$ cat src/rtl/jstk2_pkg.sv
// Shared types and constants for the Pmod JSTK2 SPI reader.
package jstk2_pkg;

    typedef enum logic [2:0] {
        ST_IDLE    = 3'd0,
        ST_SETUP   = 3'd1,
        ST_SHIFT   = 3'd2,
        ST_GAP     = 3'd3,
        ST_RELEASE = 3'd4,
        ST_DONE    = 3'd5
    } jstk2_state_e;

    // Default timing in 100 MHz clk cycles
    localparam int unsigned SCK_HALF_DEF   = 50;
    localparam int unsigned CS_SETUP_DEF   = 1500;
    localparam int unsigned BYTE_GAP_DEF   = 1000;
    localparam int unsigned CS_RELEASE_DEF = 2500;

    // Width of the phase timers; must hold the largest timing constant
    localparam int TIMER_W = 16;

    // Position of each byte in the packet, in arrival order
    localparam logic [2:0] BYTE_X_LO = 3'd0;
    localparam logic [2:0] BYTE_X_HI = 3'd1;
    localparam logic [2:0] BYTE_Y_LO = 3'd2;
    localparam logic [2:0] BYTE_Y_HI = 3'd3;
    localparam logic [2:0] BYTE_BTN  = 3'd4;

    // Bit positions inside the button byte
    localparam int BTN_JSTK    = 0;
    localparam int BTN_TRIGGER = 1;

    // Extract byte idx from the 40-bit packet; first received byte sits in the MSBs
    function automatic logic [7:0] packet_byte(input logic [39:0] pkt, input logic [2:0] idx);
        case (idx)
            3'd0:    packet_byte = pkt[39:32];
            3'd1:    packet_byte = pkt[31:24];
            3'd2:    packet_byte = pkt[23:16];
            3'd3:    packet_byte = pkt[15:8];
            3'd4:    packet_byte = pkt[7:0];
            default: packet_byte = 8'h00;
        endcase
    endfunction

endpackage

$ cat src/rtl/jstk2_spi_byte.sv
// SPI mode-0 byte engine: generates SCK for 8 bits and shifts MISO in MSB first.
// MISO is captured on the clk edge that drives SCK high->low.
module jstk2_spi_byte
    import jstk2_pkg::*;
#(
    parameter int unsigned SCK_HALF = SCK_HALF_DEF
) (
    input  logic       clk,
    input  logic       reset,
    input  logic       start,
    input  logic       miso,
    output logic       sck,
    output logic       done,
    output logic [7:0] byte_out
);

    localparam logic [TIMER_W-1:0] HALF_LAST = TIMER_W'(SCK_HALF - 1);

    logic               busy_r;
    logic               sck_r;
    logic [TIMER_W-1:0] half_cnt_r;
    logic [2:0]         bit_cnt_r;
    logic [7:0]         shift_r;
    logic               half_end_s;

    assign half_end_s = busy_r && (half_cnt_r == HALF_LAST);
    // done is combinational so the sequencer leaves SHIFT on the final falling edge
    assign done       = half_end_s && sck_r && (bit_cnt_r == 3'd7);
    assign sck        = sck_r;
    assign byte_out   = shift_r;

    // SCK phase timing, bit counting and MISO capture
    always_ff @(posedge clk or negedge reset) begin
        if (!reset) begin
            busy_r     <= 1'b0;
            sck_r      <= 1'b0;
            half_cnt_r <= {TIMER_W{1'b0}};
            bit_cnt_r  <= 3'd0;
            shift_r    <= 8'h00;
        end else if (start) begin
            busy_r     <= 1'b1;
            sck_r      <= 1'b0;
            half_cnt_r <= {TIMER_W{1'b0}};
            bit_cnt_r  <= 3'd0;
        end else if (half_end_s) begin
            half_cnt_r <= {TIMER_W{1'b0}};
            sck_r      <= ~sck_r;
            if (sck_r) begin
                shift_r   <= {shift_r[6:0], miso};
                bit_cnt_r <= bit_cnt_r + 3'd1;
                if (bit_cnt_r == 3'd7) begin
                    busy_r <= 1'b0;
                end
            end
        end else if (busy_r) begin
            half_cnt_r <= half_cnt_r + TIMER_W'(1);
        end
    end

endmodule

$ cat src/rtl/pmod_jstk2.sv
// Pmod JSTK2 reader: on request, frames CS around five SPI bytes and
// publishes the decoded X/Y position and buttons with a one-cycle strobe.
module pmod_jstk2
    import jstk2_pkg::*;
#(
    parameter int unsigned SCK_HALF   = SCK_HALF_DEF,
    parameter int unsigned CS_SETUP   = CS_SETUP_DEF,
    parameter int unsigned BYTE_GAP   = BYTE_GAP_DEF,
    parameter int unsigned CS_RELEASE = CS_RELEASE_DEF
) (
    input  logic        clk,
    input  logic        reset,
    input  logic        start_read,
    input  logic        miso,
    output logic        sck,
    output logic        cs_n,
    output logic        mosi,
    output logic [15:0] x_position,
    output logic [15:0] y_position,
    output logic [7:0]  fs_buttons,
    output logic        btn_jstk,
    output logic        btn_trigger,
    output logic        data_valid,
    output logic        read_in_progress
);

    localparam logic [TIMER_W-1:0] SETUP_LAST   = TIMER_W'(CS_SETUP - 1);
    localparam logic [TIMER_W-1:0] GAP_LAST     = TIMER_W'(BYTE_GAP - 1);
    localparam logic [TIMER_W-1:0] RELEASE_LAST = TIMER_W'(CS_RELEASE - 1);

    jstk2_state_e       state_r, state_next_s;
    logic [TIMER_W-1:0] cnt_r;
    logic [2:0]         byte_idx_r;
    logic [39:0]        shift_r, shift_next_s;
    logic               byte_pending_r;
    logic               start_byte_s, byte_done_s;
    logic [7:0]         byte_s, btn_next_s;

    logic               cs_n_r, mosi_r, data_valid_r, rip_r;
    logic               jstk_r, trigger_r;
    logic [15:0]        x_r, y_r;
    logic [7:0]         btn_r;

    jstk2_spi_byte #(.SCK_HALF(SCK_HALF)) u_byte (
        .clk      (clk),
        .reset    (reset),
        .start    (start_byte_s),
        .miso     (miso),
        .sck      (sck),
        .done     (byte_done_s),
        .byte_out (byte_s)
    );

    // Next-state logic and byte-engine kick-off
    always_comb begin
        state_next_s = state_r;
        start_byte_s = 1'b0;
        case (state_r)
            ST_IDLE: begin
                if (start_read) state_next_s = ST_SETUP;
                else            state_next_s = ST_IDLE;
            end
            ST_SETUP: begin
                if (cnt_r == SETUP_LAST) begin
                    state_next_s = ST_SHIFT;
                    start_byte_s = 1'b1;
                end else begin
                    state_next_s = ST_SETUP;
                end
            end
            ST_SHIFT: begin
                if (byte_done_s) begin
                    if (byte_idx_r == BYTE_BTN) state_next_s = ST_RELEASE;
                    else                        state_next_s = ST_GAP;
                end else begin
                    state_next_s = ST_SHIFT;
                end
            end
            ST_GAP: begin
                if (cnt_r == GAP_LAST) begin
                    state_next_s = ST_SHIFT;
                    start_byte_s = 1'b1;
                end else begin
                    state_next_s = ST_GAP;
                end
            end
            ST_RELEASE: begin
                if (cnt_r == RELEASE_LAST) state_next_s = ST_DONE;
                else                       state_next_s = ST_RELEASE;
            end
            ST_DONE: state_next_s = ST_IDLE;
            default: state_next_s = ST_IDLE;
        endcase
    end

    // Packet shift register view including a byte captured in the previous cycle,
    // so DONE sees the last byte even with a very short release phase
    always_comb begin
        if (byte_pending_r) shift_next_s = {shift_r[31:0], byte_s};
        else                shift_next_s = shift_r;
        btn_next_s = packet_byte(shift_next_s, BYTE_BTN);
    end

    // FSM state register
    always_ff @(posedge clk or negedge reset) begin
        if (!reset) state_r <= ST_IDLE;
        else        state_r <= state_next_s;
    end

    // Phase timer for SETUP, GAP and RELEASE; restarts on every state change
    always_ff @(posedge clk or negedge reset) begin
        if (!reset) begin
            cnt_r <= {TIMER_W{1'b0}};
        end else if (state_next_s != state_r) begin
            cnt_r <= {TIMER_W{1'b0}};
        end else if (state_r == ST_SETUP || state_r == ST_GAP || state_r == ST_RELEASE) begin
            cnt_r <= cnt_r + TIMER_W'(1);
        end else begin
            cnt_r <= {TIMER_W{1'b0}};
        end
    end

    // Byte index within the packet and 40-bit packet accumulation
    always_ff @(posedge clk or negedge reset) begin
        if (!reset) begin
            byte_idx_r     <= 3'd0;
            byte_pending_r <= 1'b0;
            shift_r        <= 40'h0;
        end else begin
            byte_pending_r <= byte_done_s;
            shift_r        <= shift_next_s;
            if (state_r == ST_IDLE)  byte_idx_r <= 3'd0;
            else if (byte_done_s)    byte_idx_r <= byte_idx_r + 3'd1;
        end
    end

    // Registered pin and handshake outputs, plus data load on entry to DONE
    always_ff @(posedge clk or negedge reset) begin
        if (!reset) begin
            cs_n_r       <= 1'b1;
            mosi_r       <= 1'b0;
            rip_r        <= 1'b0;
            data_valid_r <= 1'b0;
            x_r          <= 16'h0000;
            y_r          <= 16'h0000;
            btn_r        <= 8'h00;
            jstk_r       <= 1'b0;
            trigger_r    <= 1'b0;
        end else begin
            cs_n_r       <= !(state_next_s == ST_SETUP || state_next_s == ST_SHIFT ||
                              state_next_s == ST_GAP);
            mosi_r       <= 1'b0;
            rip_r        <= (state_next_s == ST_SETUP || state_next_s == ST_SHIFT ||
                             state_next_s == ST_GAP || state_next_s == ST_RELEASE);
            data_valid_r <= (state_next_s == ST_DONE);
            if (state_next_s == ST_DONE) begin
                x_r       <= {packet_byte(shift_next_s, BYTE_X_HI), packet_byte(shift_next_s, BYTE_X_LO)};
                y_r       <= {packet_byte(shift_next_s, BYTE_Y_HI), packet_byte(shift_next_s, BYTE_Y_LO)};
                btn_r     <= btn_next_s;
                jstk_r    <= btn_next_s[BTN_JSTK];
                trigger_r <= btn_next_s[BTN_TRIGGER];
            end
        end
    end

    assign cs_n             = cs_n_r;
    assign mosi             = mosi_r;
    assign read_in_progress = rip_r;
    assign data_valid       = data_valid_r;
    assign x_position       = x_r;
    assign y_position       = y_r;
    assign fs_buttons       = btn_r;
    assign btn_jstk         = jstk_r;
    assign btn_trigger      = trigger_r;

endmodule

$ cat config.mk
export PLATFORM = sky130hd
export DESIGN_NAME = pmod_jstk2
export DESIGN_NICKNAME = d
export VERILOG_FILES = /design/src/rtl/jstk2_pkg.sv /design/src/rtl/jstk2_spi_byte.sv /design/src/rtl/pmod_jstk2.sv
export SDC_FILE = /design/constraint.sdc
export NUM_CORES = 1
export LEC_CHECK = 0
export CAP_MARGIN = 20
export CELL_PAD_IN_SITES_DETAIL_PLACEMENT = 1
export CELL_PAD_IN_SITES_GLOBAL_PLACEMENT = 1
export CORE_MARGIN = 1.5
export CORE_UTILIZATION = 41
export CTS_BUF_LIST = sky130_fd_sc_hd__clkbuf_16
export DETAILED_ROUTE_END_ITERATION = 10
export DONT_BUFFER_PORTS = 1
export GPL_TIMING_DRIVEN = 0
export PLACE_DENSITY_LB_ADDON = 0.1
export SYNTH_ARGS = -nofsm -noshare
export SYNTH_HDL_FRONTEND = slang
export SYNTH_SLANG_ARGS = --single-unit
export TNS_END_PERCENT = 5
$ cat constraint.sdc
create_clock -name clk -period 2.7 [get_ports clk]
set_input_delay 0.405 -clock clk [delete_from_list [all_inputs] [get_ports clk]]
set_output_delay 0.405 -clock clk [all_outputs]
set_load 0.05 [all_outputs]
==> results of run 1 <==
## logic make-up after synthesis
kind of cell / synth area share, %
XOR/XNOR: 4.89
adder cells (fa/ha/maj): 1.53
multiplexers: 18.0
AO/OA/AOI/OAI: 1.79
buffers and inverters: 1.96
flip-flops: 59.0
other: 0.0654
AND/OR/NAND/NOR: 12.8
## final cells by class
cell class,instances,area [sq um]
fill,1417,7200
multi-input combinational,280,2240
tap,180,225
sequential,135,3380
clock buffer,17,425
inverter,5,18.8
clock inverter,15,188
buffer,19,93.8
## through the flow
stage | utilization, % | std cells | power, mW | hold slack [ns]
after detailed placement | 43.3 | 619 | 2.07 | 0.112
after global placement | 43.3 | 619 | 2.07 | 0.113
after CTS | 47.7 | 651 | 4.49 | -0.341
after global routing | 47.7 | 651 | 4.57 | -0.341
final | 47.7 | 651 | 4.43 | -0.318
after floorplan | - | 439 | 2.07 | 0.109
## worst max path at each step
stage	end	cells after the start	slack [ns]
after CTS	cnt_r[9]	7	0.20
after floorplan	u_byte.byte_out[0]	6	0.50
final	cnt_r[8]	7	0.25
after global placement	x_position[14]	6	0.30
after detailed placement	cnt_r[8]	7	0.24
after global routing	cnt_r[6]	7	0.05
## synth_stat cells (6+ instances only)
| library cell | n | area share, % |
|---|---|---|
| sky130_fd_sc_hd__mux2_4 | 8 | 2.1 |
| sky130_fd_sc_hd__nand4_1 | 10 | 1.1 |
| sky130_fd_sc_hd__mux2_2 | 43 | 8.4 |
| sky130_fd_sc_hd__a21oi_1 | 8 | 0.70 |
| sky130_fd_sc_hd__xnor2_1 | 11 | 1.7 |
| sky130_fd_sc_hd__mux2_1 | 37 | 7.3 |
| sky130_fd_sc_hd__xor2_1 | 21 | 3.2 |
| sky130_fd_sc_hd__nand2_1 | 25 | 1.6 |
| sky130_fd_sc_hd__nor2_1 | 47 | 3.1 |
| sky130_fd_sc_hd__buf_2 | 6 | 0.52 |
| sky130_fd_sc_hd__nor4_1 | 6 | 0.65 |
| sky130_fd_sc_hd__nand3_1 | 10 | 0.87 |
| sky130_fd_sc_hd__clkbuf_1 | 6 | 0.39 |
| sky130_fd_sc_hd__ha_1 | 7 | 1.5 |
| sky130_fd_sc_hd__dfrtp_1 | 134 | 59 |
## per-layer routing
metal | track usage, % | wire length, um | up-vias
li1 | - | - | 1550
met1 | 22.0 | 5050 | 1734
met2 | 27.8 | 5560 | 52
met3 | 5.03 | 511 | 17
met4 | 7.50 | 220 | 0
met5 | 0 | 0 | -
## worst max-delay path, delay by kind of cell (launching register included)
kind,cells,cell delay [ns]
compound gates,1,0.35
fa+ha+maj,1,0.27
buf+inv,1,0.30
flops,1,0.37
simple gates,4,1.03
## state kept, by name, summed over array words and instances (netlist names), 3 cells and up
| name | flops |
|---|---|
| u_byte.byte_out | 8 |
| y_position | 16 |
| cnt_r | 16 |
| u_byte.half_cnt_r | 16 |
| u_byte.bit_cnt_r | 3 |
| fs_buttons | 8 |
| byte_idx_r | 3 |
| state_r | 3 |
| x_position | 16 |
| shift_r | 40 |
## power groups by stage
| stage | combinational (mW) | sequential (mW) | clock, mW |
|---|---|---|---|
| after floorplan | 0.00532 | 2.06 | 0 |
| after global placement | 0.00535 | 2.06 | 0 |
| after detailed placement | 0.00540 | 2.06 | 0 |
| after CTS | 0.00556 | 2.03 | 2.46 |
| after global routing | 0.00597 | 2.02 | 2.54 |
| final | 0.00556 | 2.03 | 2.40 |
==> impl_table.tex, run 1 <==
\begin{tabular}{lr}
\hline
Metric & Value \\
\hline
\multicolumn{2}{l}{\textbf{Run status}} \\
\quad Outcome & finished with violations \\
\quad Violations in the final reports & negative hold slack \\
\multicolumn{2}{l}{\textbf{STA}} \\
\quad Shortest period the worst path allows & 2.45 ns \\
\quad Clock Skews & 0.00804 ns \\
\quad Hold\_ws & -0.318 ns \\
\quad Final number of max-transition violations & 0 \\
\quad RSZ-0062 raised after global routing & no \\
\quad Final setup vio count & 0 \\
\quad Post-route setup TNS & 0 ns \\
\quad Worst setup slack after layout & 0.249 ns \\
\quad Final Hold Fails & 135 \\
\quad Final cycle utilization of the critical path & 90.8\% \\
\quad Tightest slew margin relative to the limit & 54.5\% \\
\quad Transition time at the pin with the least slew margin & 0.678 ns \\
\quad Maximum clock frequency & 408 MHz \\
\multicolumn{2}{l}{\textbf{Cells and area}} \\
\quad Most common library cell in the layout ignoring fill and taps & sky130\_fd\_sc\_hd\_\_dfrtp\_1 \\
\quad Commonest cells after routing, fill and taps aside & sky130\_fd\_sc\_hd\_\_dfrtp\_1, sky130\_fd\_sc\_hd\_\_nor2\_1, sky130\_fd\_sc\_hd\_\_mux2\_2, sky130\_fd\_sc\_hd\_\_mux2\_1, sky130\_fd\_sc\_hd\_\_nand2\_1 \\
\quad Diode insertion count for antenna repair & 0 \\
\quad Post-synthesis to final-layout area growth & 14.6\% \\
\quad NumNets Final & 469 \\
\quad Layout cell share with drive strength beyond 1 & 21.4\% \\
\quad Final instance area & 6570 sq um \\
\multicolumn{2}{l}{\textbf{Run}} \\
\quad Count of maximum capacitance violations & 0 \\
\multicolumn{2}{l}{\textbf{Clock network}} \\
\quad Number of clock buffers inserted by TritonCTS & 17 \\
\quad Max Buffers Root-to-Sink & 2 \\
\quad Max H-tree Level & 4 \\
\quad CTS tree & yes \\
\quad Sink Count & 135 \\
\quad Post-CTS setup repair buffer count & 0 \\
\quad Master cell of the clock root buffer & sky130\_fd\_sc\_hd\_\_clkbuf\_16 \\
\quad Post-cts gate resize count & 0 \\
\quad Worst skew pair latency & 0.42 ns \\
\quad Clock edge transition at the registers on the reported setup and hold paths & 0.06 ns \\
\multicolumn{2}{l}{\textbf{Power and ir drop}} \\
\quad Maximum ir drop on the vdd rail & 0.000403 V \\
\quad Cell internal power dissipation & 3.56 mW \\
\quad Net switching power & 0.875 mW \\
\quad Cell area power density & 675 nW/um\^{}2 \\
\quad Part of the total power dissipated in combinational logic & 0.1\% \\
\quad LEAKAGE & 3.25 nW \\
\quad Part of the power in registers & 45.7\% \\
\quad Switching part of the total & 19.7\% \\
\quad Clock network power share & 54.2\% \\
\multicolumn{2}{l}{\textbf{Synthesis}} \\
\quad Async S/R FF share, synth & 100\% \\
\quad Cell count after synthesis & 439 \\
\quad Count of yosys warnings during synthesis & 0 \\
\quad Mapped Avg Cell Area & 13.1 sq um \\
\quad Library cells used by synthesis & 45 \\
\quad Sequential element share of the synthesized area & 59.0\% \\
\quad Post-Syn Area & 5730 sq um \\
\quad Syn\_nets & 450 \\
\quad Most used flip-flop cell after synthesis & sky130\_fd\_sc\_hd\_\_dfrtp\_1 \\
\quad Count of state elements after synthesis & 135 \\
\quad Number of flops mapped to enable cells by yosys & 0 \\
\multicolumn{2}{l}{\textbf{Detailed routing}} \\
\quad Avg WL per Cell & 17.4 um \\
\quad Drt via density & 5.15 \\
\quad Total via count after detailed routing & 3353 \\
\quad Iteration count of the initial detailed-routing pass & 4 \\
\quad Routed Wire Length & 11300 um \\
\quad First DRT Iteration DRCs & 172 \\
\quad Remaining design rule violation count & 0 \\
\quad Number of nets still failing antenna checks after routing & 0 \\
\multicolumn{2}{l}{\textbf{Setup path}} \\
\quad Launch point of the worst reg-to-reg path & cnt\_r[0] \\
\quad Timing startpoint of the critical path & cnt\_r[0] \\
\quad Cells traversed along the worst timing path & ha\_1 -> or4b\_4 -> nor4\_4 -> nor2\_2 -> a22oi\_1 -> buf\_2 -> nor2\_1 \\
\quad Required time of the critical path & 2.99 ns \\
\quad Crit path largest cell delay & 0.53 ns \\
\quad Type of the setup path with the least slack & reg -> reg \\
\quad Depth of the most critical reg-to-reg path & 7 \\
\quad Worst R2R Setup Slack & 0.25 ns \\
\quad Startpoint type of the worst setup path & flip-flop \\
\quad Arrival time of data at the critical path endpoint & 2.74 ns \\
\quad Crit Path Max Fanout & 10 \\
\quad Endpoint of the most critical register-to-register path & cnt\_r[8] \\
\quad Cell with the largest stage delay on the worst path & sky130\_fd\_sc\_hd\_\_or4b\_4 \\
\quad Critical path endpoint category & flip-flop \\
\multicolumn{2}{l}{\textbf{Global route}} \\
\quad Maximum number of pins on one net before global-route repair & 136 \\
\quad Global route overflow & 0 \\
\quad Global router's overall resource usage & 17.4\% \\
\quad Number of global-route vias before repair & 3767 \\
\quad Number of antenna violations at the first check in global routing & 0 \\
\quad First-pass GRT wire length & 19500 um \\
\multicolumn{2}{l}{\textbf{Place}} \\
\quad Post-DP HPWL & 7600 um \\
\quad Routability Congestion & 0.737 \\
\quad Worst slack at placement & 0.239 ns \\
\quad Instance area after placement & 5960 sq um \\
\quad Port bufs & 0 \\
\multicolumn{2}{l}{\textbf{Floorplan}} \\
\quad Die Wd & 121 um \\
\quad Vertical die dimension & 121 um \\
\quad Area of the core & 13800 sq um \\
\quad Number of top-level pins & 51 \\
\quad Total Die Area & 14700 sq um \\
\quad Total number of placement rows & 43 \\
\quad Initial core utilization & 41.6\% \\
\multicolumn{2}{l}{\textbf{Min path}} \\
\quad Tightest Hold Check Type & in -> async \\
\hline
\end{tabular}
Power figures use the tool's default switching activity.
==> run 2, diff against run 1 <==
--- a/config.mk
+++ b/config.mk
@@ -6,15 +6,13 @@
 export NUM_CORES = 1
 export LEC_CHECK = 0
 export CAP_MARGIN = 20
-export CELL_PAD_IN_SITES_DETAIL_PLACEMENT = 1
-export CELL_PAD_IN_SITES_GLOBAL_PLACEMENT = 1
 export CORE_MARGIN = 1.5
 export CORE_UTILIZATION = 41
 export CTS_BUF_LIST = sky130_fd_sc_hd__clkbuf_16
 export DETAILED_ROUTE_END_ITERATION = 10
 export DONT_BUFFER_PORTS = 1
 export GPL_TIMING_DRIVEN = 0
-export PLACE_DENSITY_LB_ADDON = 0.1
+export SETUP_SLACK_MARGIN = 0.4
 export SYNTH_ARGS = -nofsm -noshare
 export SYNTH_HDL_FRONTEND = slang
 export SYNTH_SLANG_ARGS = --single-unit
==> run 2 against run 1 <==
Net effect: the flow still finishes with violations (negative hold slack); sequential cell count stayed put; worst setup slack better by 0.20 ns; via count shrank 1.3%; register-to-register slack improved by 0.20 ns; critical path type unchanged; largest power group unchanged; highest routed layer unchanged.
==> impl_table.tex, run 2 (synthesis results as in run 1) <==
\begin{tabular}{lr}
\hline
Metric & Value \\
\hline
\multicolumn{2}{l}{\textbf{Cells and area}} \\
\quad Largest register FFs & 40 \\
\quad NumNets Final & 471 \\
\quad Most common library cell in the layout ignoring fill and taps & sky130\_fd\_sc\_hd\_\_dfrtp\_1 \\
\quad Final cell count without fillers & 653 \\
\quad Diode insertion count for antenna repair & 0 \\
\quad Commonest cells after routing, fill and taps aside & sky130\_fd\_sc\_hd\_\_dfrtp\_1, sky130\_fd\_sc\_hd\_\_nor2\_1, sky130\_fd\_sc\_hd\_\_mux2\_2, sky130\_fd\_sc\_hd\_\_mux2\_1, sky130\_fd\_sc\_hd\_\_nand2\_1 \\
\quad Layout cell share with drive strength beyond 1 & 23.5\% \\
\quad Post-synthesis to final-layout area growth & 17.0\% \\
\quad Register with the most flip-flops & shift\_r \\
\multicolumn{2}{l}{\textbf{Detailed routing}} \\
\quad Number of nets still failing antenna checks after routing & 0 \\
\quad Routed Wire Length & 10500 um \\
\quad First DRT Iteration DRCs & 189 \\
\quad Iteration count of the initial detailed-routing pass & 4 \\
\quad Remaining design rule violation count & 0 \\
\quad Drt via density & 5.07 \\
\quad Avg WL per Cell & 16.1 um \\
\quad Total via count after detailed routing & 3309 \\
\multicolumn{2}{l}{\textbf{Run status}} \\
\quad Outcome & finished with violations \\
\quad Violations in the final reports & negative hold slack \\
\multicolumn{2}{l}{\textbf{Clock network}} \\
\quad Number of clock buffers inserted by TritonCTS & 17 \\
\quad Worst skew pair latency & 0.42 ns \\
\quad Max Buffers Root-to-Sink & 2 \\
\quad Sink Count & 135 \\
\quad CTS tree & yes \\
\quad Clock edge transition at the registers on the reported setup and hold paths & 0.06 ns \\
\quad Max H-tree Level & 4 \\
\quad Master cell of the clock root buffer & sky130\_fd\_sc\_hd\_\_clkbuf\_16 \\
\multicolumn{2}{l}{\textbf{Setup path}} \\
\quad Crit path largest cell delay & 0.61 ns \\
\quad Cell with the largest stage delay on the worst path & sky130\_fd\_sc\_hd\_\_or4\_4 \\
\quad Startpoint type of the worst setup path & flip-flop \\
\quad Critical path endpoint category & flip-flop \\
\quad Cells traversed along the worst timing path & or4\_4 -> nor4\_4 -> nor2\_2 -> o21ai\_4 -> buf\_12 -> mux2\_4 \\
\quad Required time of the critical path & 3.00 ns \\
\quad Crit Path Max Fanout & 8 \\
\quad Type of the setup path with the least slack & reg -> reg \\
\quad Arrival time of data at the critical path endpoint & 2.55 ns \\
\multicolumn{2}{l}{\textbf{Power and ir drop}} \\
\quad Net switching power & 0.893 mW \\
\quad LEAKAGE & 3.31 nW \\
\quad Cell area power density & 681 nW/um\^{}2 \\
\quad Maximum ir drop on the vdd rail & 0.000451 V \\
\quad Power, Total & 4.57 mW \\
\quad Cell internal power dissipation & 3.67 mW \\
\quad Switching part of the total & 19.6\% \\
\quad Part of the power in registers & 44.4\% \\
\quad Part of the total power dissipated in combinational logic & 0.1\% \\
\quad Clock network power share & 55.5\% \\
\multicolumn{2}{l}{\textbf{STA}} \\
\quad Transition time at the pin with the least slew margin & 0.641 ns \\
\quad Maximum clock frequency & 444 MHz \\
\quad Final setup vio count & 0 \\
\quad Post-route setup TNS & 0 ns \\
\quad Hold\_ws & -0.324 ns \\
\quad Tightest slew margin relative to the limit & 57.3\% \\
\quad Clock Skews & 0.0119 ns \\
\quad Final Hold Fails & 135 \\
\quad Final number of max-transition violations & 0 \\
\quad Final cycle utilization of the critical path & 83.3\% \\
\quad RSZ-0062 raised after global routing & yes \\
\quad Shortest period the worst path allows & 2.25 ns \\
\multicolumn{2}{l}{\textbf{Global route}} \\
\quad Number of antenna violations at the first check in global routing & 0 \\
\quad First-pass GRT wire length & 17900 um \\
\quad Number of global-route vias before repair & 3539 \\
\quad Global router's overall resource usage & 15.8\% \\
\quad Global route overflow & 0 \\
\quad Maximum number of pins on one net before global-route repair & 136 \\
\multicolumn{2}{l}{\textbf{Place}} \\
\quad Post-DP HPWL & 7000 um \\
\quad Routability Congestion & 0.765 \\
\quad Port bufs & 0 \\
\quad DP Cell Count & 619 \\
\multicolumn{2}{l}{\textbf{Floorplan}} \\
\quad Total number of placement rows & 43 \\
\quad Vertical die dimension & 121 um \\
\quad Initial core utilization & 41.6\% \\
\quad Number of top-level pins & 51 \\
\quad Die Wd & 121 um \\
\quad Area of the core & 13800 sq um \\
\quad Total Die Area & 14700 sq um \\
\multicolumn{2}{l}{\textbf{Min path}} \\
\quad Tightest Hold Check Type & in -> async \\
\multicolumn{2}{l}{\textbf{Run}} \\
\quad Count of maximum capacitance violations & 0 \\
\hline
\end{tabular}
run 2: final timing paths:
check / cells after the start / start / endpoint / slack (ns)
worst min register to register: 1 / shift_r[36] / shift_r[36] / 0.49
min in group clk: 1 / miso / u_byte.byte_out[0] / 0.14
worst min-delay path: 0 / reset / u_byte.byte_out[3] / -0.32
max in group asynchronous: 0 / reset / cs_n / 2.79
worst max register to register: 6 / cnt_r[15] / u_byte.byte_out[5] / 0.45
worst max-delay path: 6 / cnt_r[15] / u_byte.byte_out[5] / 0.45
run 2: repair_timing:
action / CTS / global route
setup buffers: 2 / 0
setup endpoints to repair: 66 / 63
pin swaps: 3 / 1
resized for setup: 10 / 9
endpoints found under the hold margin: 135 / 135
run 2: stage by stage:
| stage | cell area [sq um] | hold slack [ns] | worst slack (ns) | utilization (%) |
|---|---|---|---|---|
| 6_report | 6700 | -0.324 | 0.450 | 48.7 |
| 3_3_place_gp | 5960 | 0.112 | 0.285 | 43.3 |
| 2_1_floorplan | 5730 | 0.109 | 0.505 | - |
| 4_1_cts | 6680 | -0.330 | 0.396 | 48.5 |
| 5_1_grt | 6700 | -0.339 | 0.380 | 48.7 |
| 3_5_place_dp | 5960 | 0.114 | 0.217 | 43.3 |
run 2: critical path, delay by kind of cell, from the launching register on:
family / cells / cell delay, ns
compound gates: 1 / 0.19
simple gates: 3 / 1.09
mux: 1 / 0.30
flops: 1 / 0.39
buf+inv: 1 / 0.16
run 2: power groups by stage:
stage                     Clock [mW]  Sequential (mW)  Combinational, mW
final                           2.54             2.03            0.00540
after global placement             0             2.06            0.00534
after global routing            2.68             2.02            0.00559
after floorplan                    0             2.06            0.00532
after CTS                       2.58             2.03            0.00535
after detailed placement           0             2.06            0.00535
run 2: routing by layer:
metal / vias up / global-route usage, % / share of wire (%)
li1: 1566 / - / -
met2: 54 / 25.8 / 49
met1: 1678 / 19.4 / 44
met4: 0 / 5.74 / 1.4
met5: - / 0 / 0
met3: 11 / 5.83 / 5.9
run 2: final cells by class:
class / count / area (sq um)
Sequential cell: 135 / 3380
Timing Repair Buffer: 2 / 27.5
Fill cell: 1221 / 7070
Buffer: 19 / 124
Inverter: 5 / 18.8
Clock buffer: 17 / 425
Tap cell: 180 / 225
Multi-Input combinational cell: 280 / 2280
Clock inverter: 15 / 226
